===== src/rtl/fabric2_parbiter_pkg.sv =====
// Shared OCP command/response codes and fabric2 arbiter state encodings.
package fabric2_parbiter_pkg;

    localparam int unsigned MCMD_W  = 3;
    localparam int unsigned SRESP_W = 2;
    localparam int unsigned STATE_W = 2;

    localparam logic [MCMD_W-1:0] CMD_IDLE  = 3'b000;
    localparam logic [MCMD_W-1:0] CMD_WRITE = 3'b001;
    localparam logic [MCMD_W-1:0] CMD_READ  = 3'b010;

    localparam logic [SRESP_W-1:0] RESP_NULL = 2'b00;
    localparam logic [SRESP_W-1:0] RESP_DVA  = 2'b01;
    localparam logic [SRESP_W-1:0] RESP_FAIL = 2'b10;
    localparam logic [SRESP_W-1:0] RESP_ERR  = 2'b11;

    localparam logic [STATE_W-1:0] ST_IDLE = 2'd0;
    localparam logic [STATE_W-1:0] ST_CMD  = 2'd1;
    localparam logic [STATE_W-1:0] ST_RESP = 2'd2;

    // Reads always wait for SResp; writes (any non-IDLE, non-READ code) only when wr_resp is set.
    function automatic logic cmd_needs_resp(input logic [MCMD_W-1:0] cmd, input logic wr_resp);
        return (cmd == CMD_READ) || ((cmd != CMD_IDLE) && wr_resp);
    endfunction

endpackage


===== src/rtl/fabric2_parbiter_if.sv =====
// Decoded master commands, slave accept/response and the arbiter's select/status outputs.
interface fabric2_parbiter_if;

    logic [fabric2_parbiter_pkg::MCMD_W-1:0]  i_I_MCmd;
    logic [fabric2_parbiter_pkg::MCMD_W-1:0]  i_D_MCmd;
    logic                                     i_P_SCmdAccept;
    logic [fabric2_parbiter_pkg::SRESP_W-1:0] i_P_SResp;
    logic                                     o_port_sel;
    logic                                     o_busy;
    logic                                     o_timeout;

    modport master (
        output i_I_MCmd, i_D_MCmd, i_P_SCmdAccept, i_P_SResp,
        input  o_port_sel, o_busy, o_timeout
    );

    modport slave (
        input  i_I_MCmd, i_D_MCmd, i_P_SCmdAccept, i_P_SResp,
        output o_port_sel, o_busy, o_timeout
    );

endinterface


===== src/rtl/fabric2_parbiter_wdog.sv =====
// Loadable up-counter; tc_c flags the last allowed cycle of a transaction.
module fabric2_parbiter_wdog #(
    parameter int unsigned TIMEOUT  = 0,
    parameter int unsigned TO_WIDTH = 16
) (
    input  logic clk,
    input  logic nrst,
    input  logic clr,
    input  logic en,
    output logic tc_c
);

    logic [TO_WIDTH-1:0] wd_q;
    logic [TO_WIDTH-1:0] wd_d;

    always_comb begin
        wd_d = wd_q;
        if (clr) begin
            wd_d = '0;
        end else if (en) begin
            wd_d = wd_q + TO_WIDTH'(1);
        end
    end

    always_ff @(posedge clk or negedge nrst) begin
        if (!nrst) begin
            wd_q <= '0;
        end else begin
            wd_q <= wd_d;
        end
    end

    assign tc_c = (TIMEOUT != 0) && en && (wd_q == TO_WIDTH'(TIMEOUT - 1));

endmodule


===== src/rtl/fabric2_parbiter.sv =====
// Per-slave-port I/D arbiter: holds the grant from command issue until completion or watchdog abort.
module fabric2_parbiter
    import fabric2_parbiter_pkg::*;
#(
    parameter bit          WR_RESP  = 1'b0,
    parameter int unsigned TIMEOUT  = 0,
    parameter int unsigned TO_WIDTH = 16
) (
    input  logic               clk,
    input  logic               nrst,
    fabric2_parbiter_if.slave  bus
);

    logic [STATE_W-1:0] state_q, state_d;
    logic               owner_q, owner_d;
    logic               last_q,  last_d;

    logic               req_i, req_d;
    logic               gnt_vld, gnt;
    logic [MCMD_W-1:0]  cur_cmd;
    logic               acc, resp_vld, cmd_done;
    logic               wd_clr, wd_en, wd_tc;
    logic               timeout_c;

    // Round-robin grant used only in IDLE: on contention the master not granted last wins.
    always_comb begin
        req_i   = (bus.i_I_MCmd != CMD_IDLE);
        req_d   = (bus.i_D_MCmd != CMD_IDLE);
        gnt_vld = req_i || req_d;
        gnt     = req_d && (!req_i || !last_q);
    end

    // Completion is judged on the command of the grantee (IDLE) or the current owner (CMD).
    always_comb begin
        if (state_q == ST_IDLE) begin
            cur_cmd = gnt ? bus.i_D_MCmd : bus.i_I_MCmd;
        end else begin
            cur_cmd = owner_q ? bus.i_D_MCmd : bus.i_I_MCmd;
        end
        acc      = bus.i_P_SCmdAccept && (cur_cmd != CMD_IDLE);
        resp_vld = (bus.i_P_SResp != RESP_NULL);
        cmd_done = acc && (!cmd_needs_resp(cur_cmd, WR_RESP) || resp_vld);
    end

    always_comb begin
        state_d   = state_q;
        owner_d   = owner_q;
        last_d    = last_q;
        timeout_c = 1'b0;
        case (state_q)
            ST_IDLE: begin
                if (gnt_vld) begin
                    owner_d = gnt;
                    last_d  = gnt;
                    if (cmd_done) begin
                        state_d = ST_IDLE;
                    end else if (acc) begin
                        state_d = ST_RESP;
                    end else begin
                        state_d = ST_CMD;
                    end
                end
            end
            ST_CMD: begin
                if (cmd_done) begin
                    state_d = ST_IDLE;
                end else if (acc) begin
                    state_d = ST_RESP;
                end else if (wd_tc) begin
                    state_d   = ST_IDLE;
                    timeout_c = 1'b1;
                end
            end
            ST_RESP: begin
                if (resp_vld) begin
                    state_d = ST_IDLE;
                end else if (wd_tc) begin
                    state_d   = ST_IDLE;
                    timeout_c = 1'b1;
                end
            end
            default: state_d = ST_IDLE;
        endcase
    end

    // Watchdog restarts on every entry into CMD or RESP and counts while busy.
    always_comb begin
        wd_clr = (state_d != ST_IDLE) && (state_d != state_q);
        wd_en  = (state_q != ST_IDLE);
    end

    fabric2_parbiter_wdog #(
        .TIMEOUT  (TIMEOUT),
        .TO_WIDTH (TO_WIDTH)
    ) u_wdog (
        .clk  (clk),
        .nrst (nrst),
        .clr  (wd_clr),
        .en   (wd_en),
        .tc_c (wd_tc)
    );

    always_ff @(posedge clk or negedge nrst) begin
        if (!nrst) begin
            state_q <= ST_IDLE;
            owner_q <= 1'b0;
            last_q  <= 1'b1;
        end else begin
            state_q <= state_d;
            owner_q <= owner_d;
            last_q  <= last_d;
        end
    end

    assign bus.o_port_sel = ((state_q == ST_IDLE) && gnt_vld) ? gnt : owner_q;
    assign bus.o_busy     = (state_q != ST_IDLE);
    assign bus.o_timeout  = timeout_c;

endmodule


===== src/flat_wrapper.sv =====
// flat-port wrapper written by rule: the top's interface ports become plain ports
module fabric2_parbiter_flat import fabric2_parbiter_pkg::*;
#(
    parameter bit          WR_RESP  = 1'b0,
    parameter int unsigned TIMEOUT  = 0,
    parameter int unsigned TO_WIDTH = 16
)
  (clk, nrst, bus_i_I_MCmd, bus_i_D_MCmd, bus_i_P_SCmdAccept, bus_i_P_SResp, bus_o_port_sel, bus_o_busy, bus_o_timeout);
  fabric2_parbiter_if bus_i ();
  input  logic clk;
  input  logic nrst;
  input wire logic [$bits(bus_i.i_I_MCmd)-1:0] bus_i_I_MCmd;
  input wire logic [$bits(bus_i.i_D_MCmd)-1:0] bus_i_D_MCmd;
  input wire logic [$bits(bus_i.i_P_SCmdAccept)-1:0] bus_i_P_SCmdAccept;
  input wire logic [$bits(bus_i.i_P_SResp)-1:0] bus_i_P_SResp;
  output wire logic [$bits(bus_i.o_port_sel)-1:0] bus_o_port_sel;
  output wire logic [$bits(bus_i.o_busy)-1:0] bus_o_busy;
  output wire logic [$bits(bus_i.o_timeout)-1:0] bus_o_timeout;
  assign bus_i.i_I_MCmd = bus_i_I_MCmd;
  assign bus_i.i_D_MCmd = bus_i_D_MCmd;
  assign bus_i.i_P_SCmdAccept = bus_i_P_SCmdAccept;
  assign bus_i.i_P_SResp = bus_i_P_SResp;
  assign bus_o_port_sel = bus_i.o_port_sel;
  assign bus_o_busy = bus_i.o_busy;
  assign bus_o_timeout = bus_i.o_timeout;
  fabric2_parbiter #(.WR_RESP(WR_RESP), .TIMEOUT(TIMEOUT), .TO_WIDTH(TO_WIDTH)) u_core (.clk(clk), .nrst(nrst), .bus(bus_i));
endmodule

===== config.mk =====
export PLATFORM = sky130hd
export DESIGN_NAME = fabric2_parbiter_flat
export DESIGN_NICKNAME = d
export VERILOG_FILES = /design/src/rtl/fabric2_parbiter_pkg.sv /design/src/rtl/fabric2_parbiter_if.sv /design/src/rtl/fabric2_parbiter_wdog.sv /design/src/rtl/fabric2_parbiter.sv /design/src/flat_wrapper.sv
export SDC_FILE = /design/constraint.sdc
export NUM_CORES = 1
export LEC_CHECK = 0
export CAP_MARGIN = 20
export CORE_AREA = 2 2 39 41
export DETAILED_ROUTE_END_ITERATION = 10
export DIE_AREA = 0 0 41 43
export RECOVER_POWER = 100
export REMOVE_ABC_BUFFERS = 1
export SYNTH_ARGS = -nofsm -noshare
export SYNTH_HDL_FRONTEND = slang
export SYNTH_SLANG_ARGS = --single-unit

===== constraint.sdc =====
create_clock -name clk -period 1.4 [get_ports clk]
set_input_delay 0.28 -clock clk [delete_from_list [all_inputs] [get_ports clk]]
set_output_delay 0.28 -clock clk [all_outputs]
set_load 0.1 [all_outputs]

==> key figures <==
Clock network
  – CTS tree: done
  – CTS sink cnt: 4
  – Hold buffer count at cts: 0
  – H-Tree Depth: 1
  – Worst skew pair latency: ~0.23 ns
  – CTS max path bufs: 2
  – Clock transition at the registers of the reported paths: ~0.040 ns
  – CTS root buf: clkbuf_4
  – Num CTS Buffers: 3

Yosys
  – Syn avg cell area: between 7 and 8 um2
  – Cells after Synth: 43
  – Netlist Area Pre-Place: ~340 um2
  – Sequential share of the synthesized area: between 30 and 40%
  – Synthesized flop and latch total: 4
  – YS warnings: 0
  – Unique masters post-synth: 23

Layout
  – Fillcell total: 144
  – Non-Filler Instances: 96
  – Most common cell after layout, fill and taps aside: buf_4
  – Utilization after layout: a little over half
  – Commonest cells after routing, fill and taps aside: 13 x buf_4, 9 x buf_6, 4 x nor2_1, 4 x nand2_1, 4 x dlygate4sd2_1
  – Final instance area: 738 um2
  – Layout cell share with drive strength beyond 1: between 50% and 60%
  – Nets: approximately 90
  – Antenna fix cells: 0
  – Sequential cell area: between 100 and 150 um2
  – Area of the multi-input gates: 250 um2
  – Area Overhead vs Synth: 119%

Pwr
  – Power share of the clock group: between 10% and 20%
  – Sw Pwr: 477 uW
  – Power Density: about 1500 nW/um2
  – Sw Ratio: between 40 and 50%
  – Tot Pwr: between 1 and 1.5 mW
  – Lkg Pwr: 0.347 nW
  – Flop pwr share: a little under a fifth
  – Peak supply drop: 1050 uV
  – Logic pwr share: around two thirds
  – P_int: between 600 and 700 uW

Floorplanning
  – Die Y: around 43 um
  – Die ar.: 1760 um2
  – DIE WIDTH: roughly 40 um
  – I/O pin count: 14
  – Core Region: about 1400 um2
  – Cell row count: 14
  – Starting density of the core: approximately 24%

Detailed routing
  – Vias per cell: approximately 4.6
  – Routed WL: ~1000 um
  – Detailed-route via count: 440
  – DRT Pass-1 Iters: 2
  – Routed len/inst: ~10 um
  – # DRC: 0
  – 1st-iter DRT viols: 4
  – ANT nets after route: 0

STA
  – Period utilisation layout: 116%
  – Fmax: roughly 0.62 GHz
  – Final worst slack: -0.223 ns
  – RSZ-0062 raised after global routing: yes
  – Hold Slack: about 0.31 ns
  – Max Slew Vio Count: 0
  – Clock Skew: between 0.005 and 0.006 ns
  – Final TNS setup: -0.609 ns
  – Final Hold Vio Count: 0
  – Final setup viols: 4
  – Tmin final: 1.62 ns

Setup path
  – Setup crit end kind: output pin
  – CP max FO: 3
  – CP max-delay cell: dfrtp_1
  – Startpoint Class: flip-flop
  – Delay-heaviest family, CP: flip-flops
  – RR Startpoint: u_core.state_q[0]
  – Critical path class: flip-flop to output pin
  – CP cell instances: nor2_2, inv_2, nor2_2, o22a_1, buf_12
  – Worst Path Required: 1.12 ns
  – CP most frequent cell: nor2_2
  – Crit path largest cell delay: ~0.39 ns
  – Setup crit start: u_core.state_q[0]
  – Arrival time at the worst endpoint: approximately 1.3 ns
  – WP buf/inv: 2

Global route
  – Global-route wire length before repair: 1720 um
  – Largest net degree at the start of global routing: 7
  – GRT Util Overall: about 14%
  – Initial antenna violation count: 0
  – Total grt overflow: 0
  – Vias in the first global route: ~460

Run status
  – Failing checks: negative setup slack
  – Outcome: finished with violations

Placement
  – Area post-placement: around 600 um2
  – Placed Cells: 83
  – Place WS: -0.551 ns
  – PortBufs: 12
  – RD Place Congestion: 0.795
  – Post-DP HPWL: 675 um

Worst hold path
  – Hold/Removal Path Class: input pin to asynchronous set/reset pin

Run
  – Max Cap Viol: 0
## flip-flops by register name (all words and copies together) (netlist names)
signal / flops
u_core.state_q: 2
u_core.last_q: 1
u_core.owner_q: 1
## worst paths after layout
check / to / slack [ns] / cells past startpoint
min reg2reg: u_core.last_q / 0.56 / 1
max reg2reg: u_core.state_q[1] / -0.15 / 7
max in group asynchronous: u_core.last_q / 0.85 / 1
min: u_core.state_q[1] / 0.31 / 1
max: bus_o_port_sel / -0.22 / 5
min in group clk: u_core.last_q / 0.52 / 4
## cells in the mapped netlist, drive strengths merged
cell	number	share of area [%]
a32o	1	3.0
a21oi	3	4.5
buf	1	2.2
nor3	4	11
conb	1	1.1
o22ai	2	3.7
o21ai	4	5.9
nand4	1	1.9
or3	1	3.3
inv	3	3.3
nor3b	1	3.7
a21o	2	4.5
dfrtp	3	22
dfstp	1	7.8
and4	1	2.6
o22a	1	2.6
o221ai	1	2.6
nor2	7	8.6
nand2	5	5.6
## what timing repair did
item | 4_1_cts | 5_1_grt
pin swaps | 12 | 3
endpoints found under the hold margin | 0 | 0
gates resized for setup | 24 | 4
endpoints found under the setup margin | 4 | 5
buffers inserted | 9 | 1
## routing by layer
layer,vias to the layer above,part of all wire [%],track usage (%)
li1,229,-,-
met1,203,41,17.2
met2,8,56,23.1
met3,0,3.0,3.14
met4,0,0,4.00
met5,-,0,0
## power by group through the flow
stage                     sequential [mW]  combinational [mW]  clock, mW
after global routing                0.216               0.810      0.166
after global placement              0.210               0.590          0
after detailed placement            0.209               0.590          0
after CTS                           0.208               0.737      0.161
final                               0.208               0.763      0.152
after floorplan                     0.207               0.337          0
## cell type report
type	count	area share, %
tap	16	2.71
sequential	4	13.7
multi-input combinational	35	33.9
clock buffer	4	3.56
inverter	3	1.53
timing repair buffer	34	44.6
## cell families after synthesis
logic type,share of synthesized area (%)
AO/OA/AOI/OAI,26.8
buffers and inverters,5.58
flip-flops,30.1
other,1.11
AND/OR/NAND/NOR,36.4
Power figures use the tool's default switching activity.
